==> src/rtl/univ_shift_reg_pkg.sv <==
// Shared encodings for the universal shift register: operation modes and controller states.
package univ_shift_reg_pkg;

    typedef enum logic [2:0] {
        MODE_HOLD = 3'b000,
        MODE_LOAD = 3'b001,
        MODE_SHL  = 3'b010,
        MODE_SHR  = 3'b011,
        MODE_ROL  = 3'b100,
        MODE_ROR  = 3'b101,
        MODE_ASR  = 3'b110,
        MODE_CLR  = 3'b111
    } usr_mode_e;

    typedef enum logic {
        IDLE  = 1'b0,
        BURST = 1'b1
    } usr_state_e;

    // Modes that move a bit out of the register and therefore update sout.
    function automatic logic is_shift_mode(input usr_mode_e m);
        return (m == MODE_SHL) || (m == MODE_SHR) || (m == MODE_ROL) ||
               (m == MODE_ROR) || (m == MODE_ASR);
    endfunction

endpackage

==> src/rtl/univ_shift_reg_shift_core.sv <==
// Single-step shift/rotate next-value logic; hold, load and clear modes pass q through unchanged.
module usr_shift_core
    import univ_shift_reg_pkg::*;
#(
    parameter int WIDTH = 8
) (
    input  logic [WIDTH-1:0] q_i,
    input  usr_mode_e        mode_i,
    input  logic             sin_i,
    output logic [WIDTH-1:0] q_next_o,
    output logic             out_bit_o
);

    always_comb begin
        q_next_o  = q_i;
        out_bit_o = 1'b0;
        case (mode_i)
            MODE_SHL: begin
                q_next_o  = {q_i[WIDTH-2:0], sin_i};
                out_bit_o = q_i[WIDTH-1];
            end
            MODE_SHR: begin
                q_next_o  = {sin_i, q_i[WIDTH-1:1]};
                out_bit_o = q_i[0];
            end
            MODE_ROL: begin
                q_next_o  = {q_i[WIDTH-2:0], q_i[WIDTH-1]};
                out_bit_o = q_i[WIDTH-1];
            end
            MODE_ROR: begin
                q_next_o  = {q_i[0], q_i[WIDTH-1:1]};
                out_bit_o = q_i[0];
            end
            MODE_ASR: begin
                q_next_o  = {q_i[WIDTH-1], q_i[WIDTH-1:1]};
                out_bit_o = q_i[0];
            end
            default: begin
            end
        endcase
    end

endmodule

==> src/rtl/univ_shift_reg.sv <==
// Universal shift register with single-cycle mode operations and a zero-filling multi-cycle burst shift.
//   state | meaning
//   IDLE  | accepts start (burst) or en/mode (single-cycle op)
//   BURST | one logical shift per cycle until the latched count is used up; inputs ignored
module univ_shift_reg
    import univ_shift_reg_pkg::*;
#(
    parameter int               WIDTH     = 8,
    parameter logic [WIDTH-1:0] RESET_VAL = WIDTH'(8'hAA),
    parameter int               AMT_W     = 3
) (
    input  logic             clk,
    input  logic             rst_n,
    input  logic             en,
    input  logic [2:0]       mode,
    input  logic [WIDTH-1:0] d,
    input  logic             sin,
    input  logic             start,
    input  logic             dir,
    input  logic [AMT_W-1:0] amt,
    output logic [WIDTH-1:0] q,
    output logic             sout,
    output logic             zero,
    output logic             busy,
    output logic             done
);

    usr_state_e       state_q, state_d;
    logic [WIDTH-1:0] q_q, q_d;
    logic             sout_q, sout_d;
    logic             done_q, done_d;
    logic             dir_q, dir_d;
    logic [AMT_W-1:0] cnt_q, cnt_d;

    usr_mode_e        core_mode;
    logic             core_sin;
    logic [WIDTH-1:0] core_q;
    logic             core_out;

    // Bursts reuse the same core as a plain logical shift with a zero fill.
    always_comb begin
        if (state_q == BURST) begin
            core_mode = dir_q ? MODE_SHR : MODE_SHL;
            core_sin  = 1'b0;
        end else begin
            core_mode = usr_mode_e'(mode);
            core_sin  = sin;
        end
    end

    usr_shift_core #(
        .WIDTH (WIDTH)
    ) u_core (
        .q_i       (q_q),
        .mode_i    (core_mode),
        .sin_i     (core_sin),
        .q_next_o  (core_q),
        .out_bit_o (core_out)
    );

    always_comb begin
        state_d = state_q;
        q_d     = q_q;
        sout_d  = sout_q;
        done_d  = 1'b0;
        dir_d   = dir_q;
        cnt_d   = cnt_q;
        case (state_q)
            IDLE: begin
                if (start) begin
                    state_d = BURST;
                    cnt_d   = amt;
                    dir_d   = dir;
                end else if (en) begin
                    if (usr_mode_e'(mode) == MODE_LOAD) begin
                        q_d = d;
                    end else if (usr_mode_e'(mode) == MODE_CLR) begin
                        q_d = '0;
                    end else if (is_shift_mode(usr_mode_e'(mode))) begin
                        q_d    = core_q;
                        sout_d = core_out;
                    end
                end
            end
            BURST: begin
                // A zero count still spends one cycle here, just without shifting.
                if (cnt_q != '0) begin
                    q_d    = core_q;
                    sout_d = core_out;
                    cnt_d  = cnt_q - AMT_W'(1);
                end
                if (cnt_q <= AMT_W'(1)) begin
                    state_d = IDLE;
                    done_d  = 1'b1;
                end
            end
            default: begin
                state_d = IDLE;
            end
        endcase
    end

    always_ff @(posedge clk) begin
        if (!rst_n) begin
            state_q <= IDLE;
            q_q     <= RESET_VAL;
            sout_q  <= 1'b0;
            done_q  <= 1'b0;
            dir_q   <= 1'b0;
            cnt_q   <= '0;
        end else begin
            state_q <= state_d;
            q_q     <= q_d;
            sout_q  <= sout_d;
            done_q  <= done_d;
            dir_q   <= dir_d;
            cnt_q   <= cnt_d;
        end
    end

    assign q    = q_q;
    assign sout = sout_q;
    assign zero = (q_q == '0);
    assign busy = (state_q == BURST);
    assign done = done_q;

endmodule

==> config.mk <==
export PLATFORM = sky130hd
export DESIGN_NAME = univ_shift_reg
export DESIGN_NICKNAME = d
export VERILOG_FILES = /design/src/rtl/univ_shift_reg_pkg.sv /design/src/rtl/univ_shift_reg_shift_core.sv /design/src/rtl/univ_shift_reg.sv
export SDC_FILE = /design/constraint.sdc
export NUM_CORES = 1
export LEC_CHECK = 0
export CAP_MARGIN = 20
export CORE_MARGIN = 4
export CORE_UTILIZATION = 35
export DETAILED_ROUTE_END_ITERATION = 8
export DONT_BUFFER_PORTS = 1
export SLEW_MARGIN = 25
export SYNTH_ARGS = -nofsm -noshare
export SYNTH_HDL_FRONTEND = slang
export SYNTH_SLANG_ARGS = --single-unit
==> constraint.sdc <==
create_clock -name clk -period 1.69 [get_ports clk]
set_clock_uncertainty 0.2 [all_clocks]
set_input_delay 0.0845 -clock clk [delete_from_list [all_inputs] [get_ports clk]]
set_output_delay 0.0845 -clock clk [all_outputs]
set_load 0.1 [all_outputs]
==> results.md <==
| Parameter | This run |
| --- | --- |
| Via density per instance | 5.69 |
| Status | finished, violations left |
| Clock latency at the later pin of the worst-skew pair | 0.29 ns |
| Kind of end point of the critical path | output pin |
| Class of the tightest hold or removal check | primary input to register |
| Ports | 32 |
| FMAX | 0.561 GHz |
| Final Instance Count excl. Fillers | 194 |
| Drt first pass iters | 4 |
| Setup repair after global routing missed its margin | true |
| Initial antenna violation count | 0 |
| Number of nets in the finished design | 186 |
| Slew of the pin with the lowest slew margin | 0.595 ns |
| Number of nets still failing antenna checks after routing | 0 |
| Number of clock sinks | 15 |
| Data required, critical path | 1.41 ns |
| Placer Congestion | 0.825 |
| Final Power | 1.41 mW |
| Violated checks | setup timing |
| Overall routed net length | 3.19 mm |
| Initial standard-cell utilization of the core | 0.372 |
| Height of the die | 62.6 um |
| Longest Clk Path Bufs | 2 |
| First-pass GRT wire length | 5.00 mm |
| Worst slew margin relative to its limit | 0.602 |
| Number of warnings reported in the yosys synthesis log | 0 |
| Starting DRT DRC Count | 34 |
| TritonCTS clock tree | done |
| Wire length the detailed router placed on met1 | 1.26 mm |
| Final count of hold timing violations | 0 |
| Clock tree root buffer cell | sky130_fd_sc_hd__clkbuf_4 |
| Port Buf Inserts | 0 |
| Number of setup violations in the final report | 1 |
| Met3 Wirelength | 183 um |
| Via count of the first global-routing pass | 1122 |
| Share of synthesized area occupied by flip-flops and latches | 0.287 |
| Prevailing post-synth register cell | sky130_fd_sc_hd__dfxtp_1 |
| Max H-tree Level | 1 |
| Total Negative Setup Slacks | -0.0921 ns |
| Top fanout value on the critical path | 2 |
| Count of vias placed by the detailed router | 1104 |
| Placed cell count | 164 |
| Core area | 2810 um2 |
| Async set-reset flop share out of synthesis | 0 |
| Data arrival time of the critical path | 1.50 ns |
| Routed length per instance | 16.4 um |
| Kind of critical path | register to output pin |
| Grt total ovfl | 0 |
| Fill cell instance count of the final layout | 262 |
| Final Slew Violations | 0 |
| Area of the multi-input gates | 785 um2 |
| Post-CTS clock slew at the launch and capture registers of the worst setup and hold paths | 0.10 ns |
| Met2 WL | 1.63 mm |
| Number of clock buffers inserted by TritonCTS | 3 |
| Worst path setup slack after routing | -0.0921 ns |
| Residual DRC | 0 |
| Die area | 3920 um2 |
| Largest net degree at the start of global routing | 18 |
| Netlist area before placement | 1040 um2 |
| Pwr Density | 907 nW/um2 |
| Post-Synthesis Net Count | 146 |
| Instance count of the mapped netlist | 124 |
| Count of distinct cell types in the synthesized netlist | 41 |
| Die width | 62.6 um |
| Highest layer used for signal routing | met4 |
| Worst ir drop on vdd | 0.435 mV |
| Mean instance size in the synthesized netlist | 8.43 um2 |
| Total GRT Usage | 0.158 |
| Number of flops mapped to enable cells by yosys | 0 |
| Count of antenna diodes in the layout | 0 |
| Number of max-capacitance violations reported | 0 |
| Setup crit start kind | register |
| Share of the cycle needed by the critical path after routing | 1.05 |
| Register area | 332 um2 |
| Total of flip-flops plus latches after synthesis | 15 |
| Cell leakage power | 0.598 nW |
| Post-layout minimum cycle time | 1.78 ns |
| DP HPWL | 2.03 mm |
| Synth-to-layout area growth | 49.2% |
| Share of post-route cells with drive strength above 1 | 0.368 |
| Count of standard-cell rows | 19 |
-- what timing repair did --
item                       4_1_cts  5_1_grt
pin swaps                        1        7
gates cloned                     0        2
hold endpoints to repair        15        0
gates resized for setup          1       15
buffers inserted                 3        4
hold buffers                    17        0
setup endpoints to repair        2       12
-- layout by cell type, fill, tap and decap left out, drive strengths merged, types with 3 or more instances in the layout --
cell and count:
nand2 10, dfxtp 15, inv 6, buf 22
a21oi 11, nand2b 3, or2b 6, nor2b 7
nor2 8, dlygate4sd3 17, nand3 3, clkbuf 4
o21ai 15, mux2i 4, a221oi 4, a221o 3
-- logic make-up (layout without fill, tap and decap cells) --
| family | after synthesis | count (layout) | share of synthesized area |
|---|---|---|---|
| mux | 4 | 4 | 0.0383 |
| simple gates | 47 | 48 | 0.261 |
| buf+inv | 12 | 49 | 0.0659 |
| flops | 15 | 15 | 0.287 |
| compound gates | 42 | 43 | 0.299 |
| fa+ha+maj | 2 | 2 | 0.0239 |
| xor+xnor | 2 | 2 | 0.0240 |
-- critical path, stage by stage (launching register included) --
cell and delay, ns:
sky130_fd_sc_hd__dfxtp_4 0.35, sky130_fd_sc_hd__or4_4 0.54, sky130_fd_sc_hd__nor2_4 0.14, sky130_fd_sc_hd__buf_12 0.18
-- path summary, 6_finish.rpt --
check	endpoint	slack [ns]	start	depth (start not counted)
min	q[1]$_SDFFE_PN1P_	0.03	mode[0]	4
max	zero	-0.09	q[1]$_SDFFE_PN1P_	3
min reg2reg	q[2]$_SDFFE_PN0P_	0.31	q[3]$_SDFFE_PN1P_	2
max reg2reg	sout$_SDFFE_PN0P_	0.02	cnt_q[1]$_SDFFE_PN0P_	8
-- metrics by stage --
| step | worst slack [ns] | hold slack, ns | cell area (um2) | utilization |
|---|---|---|---|---|
| after floorplan | -0.114 | 0.0127 | 1120 | - |
| after global placement | 0.0487 | -0.0263 | 1230 | 0.438 |
| after detailed placement | -0.00418 | -0.0241 | 1230 | 0.438 |
| after CTS | -0.112 | 0.0277 | 1450 | 0.518 |
| after global routing | -0.139 | 0.0492 | 1560 | 0.556 |
| final | -0.0921 | 0.0267 | 1560 | 0.556 |
-- cell usage after synthesis (3+ instances only) --
cell type                   n  area share
sky130_fd_sc_hd__nand3_1    3       0.014
sky130_fd_sc_hd__mux2i_1    4       0.038
sky130_fd_sc_hd__o21ai_1    3       0.014
sky130_fd_sc_hd__nand2b_1   3       0.018
sky130_fd_sc_hd__o21ai_0   10       0.048
sky130_fd_sc_hd__nor2b_1    7       0.042
sky130_fd_sc_hd__a221oi_1   4       0.034
sky130_fd_sc_hd__a221o_1    3       0.029
sky130_fd_sc_hd__dfxtp_1   15        0.29
sky130_fd_sc_hd__nor2_1     6       0.022
sky130_fd_sc_hd__a21oi_1   11       0.053
sky130_fd_sc_hd__nand2_1   10       0.036
sky130_fd_sc_hd__or2b_1     6       0.043
sky130_fd_sc_hd__inv_1      6       0.022
-- routing by layer --
layer / GRT usage / vias to the layer above
met5: 0 / -
met4: 0.0826 / 0
met3: 0.0540 / 12
met2: 0.285 / 39
met1: 0.159 / 515
li1: - / 538
-- flip-flops by register name, indices dropped and copies added, names as in the netlist --
| register | count |
|---|---|
| sout | 1 |
| q | 8 |
| done | 1 |
| dir_q | 1 |
| cnt_q | 3 |
| busy | 1 |
-- report_power, final --
group | switching (mW) | internal (mW)
clock | 0.126 | 0.0919
sequential | 0.0495 | 0.407
combinational | 0.480 | 0.260
total | 0.655 | 0.759
-- area by class of cell --
cell class / count / area share
clock buffers: 4 / 0.0169
inverters: 6 / 0.0144
multi-input cells: 99 / 0.503
flip-flops and latches: 15 / 0.213
well taps: 31 / 0.0249
repair buffers: 39 / 0.228
No activity file was read; power rests on OpenSTA's default activity.
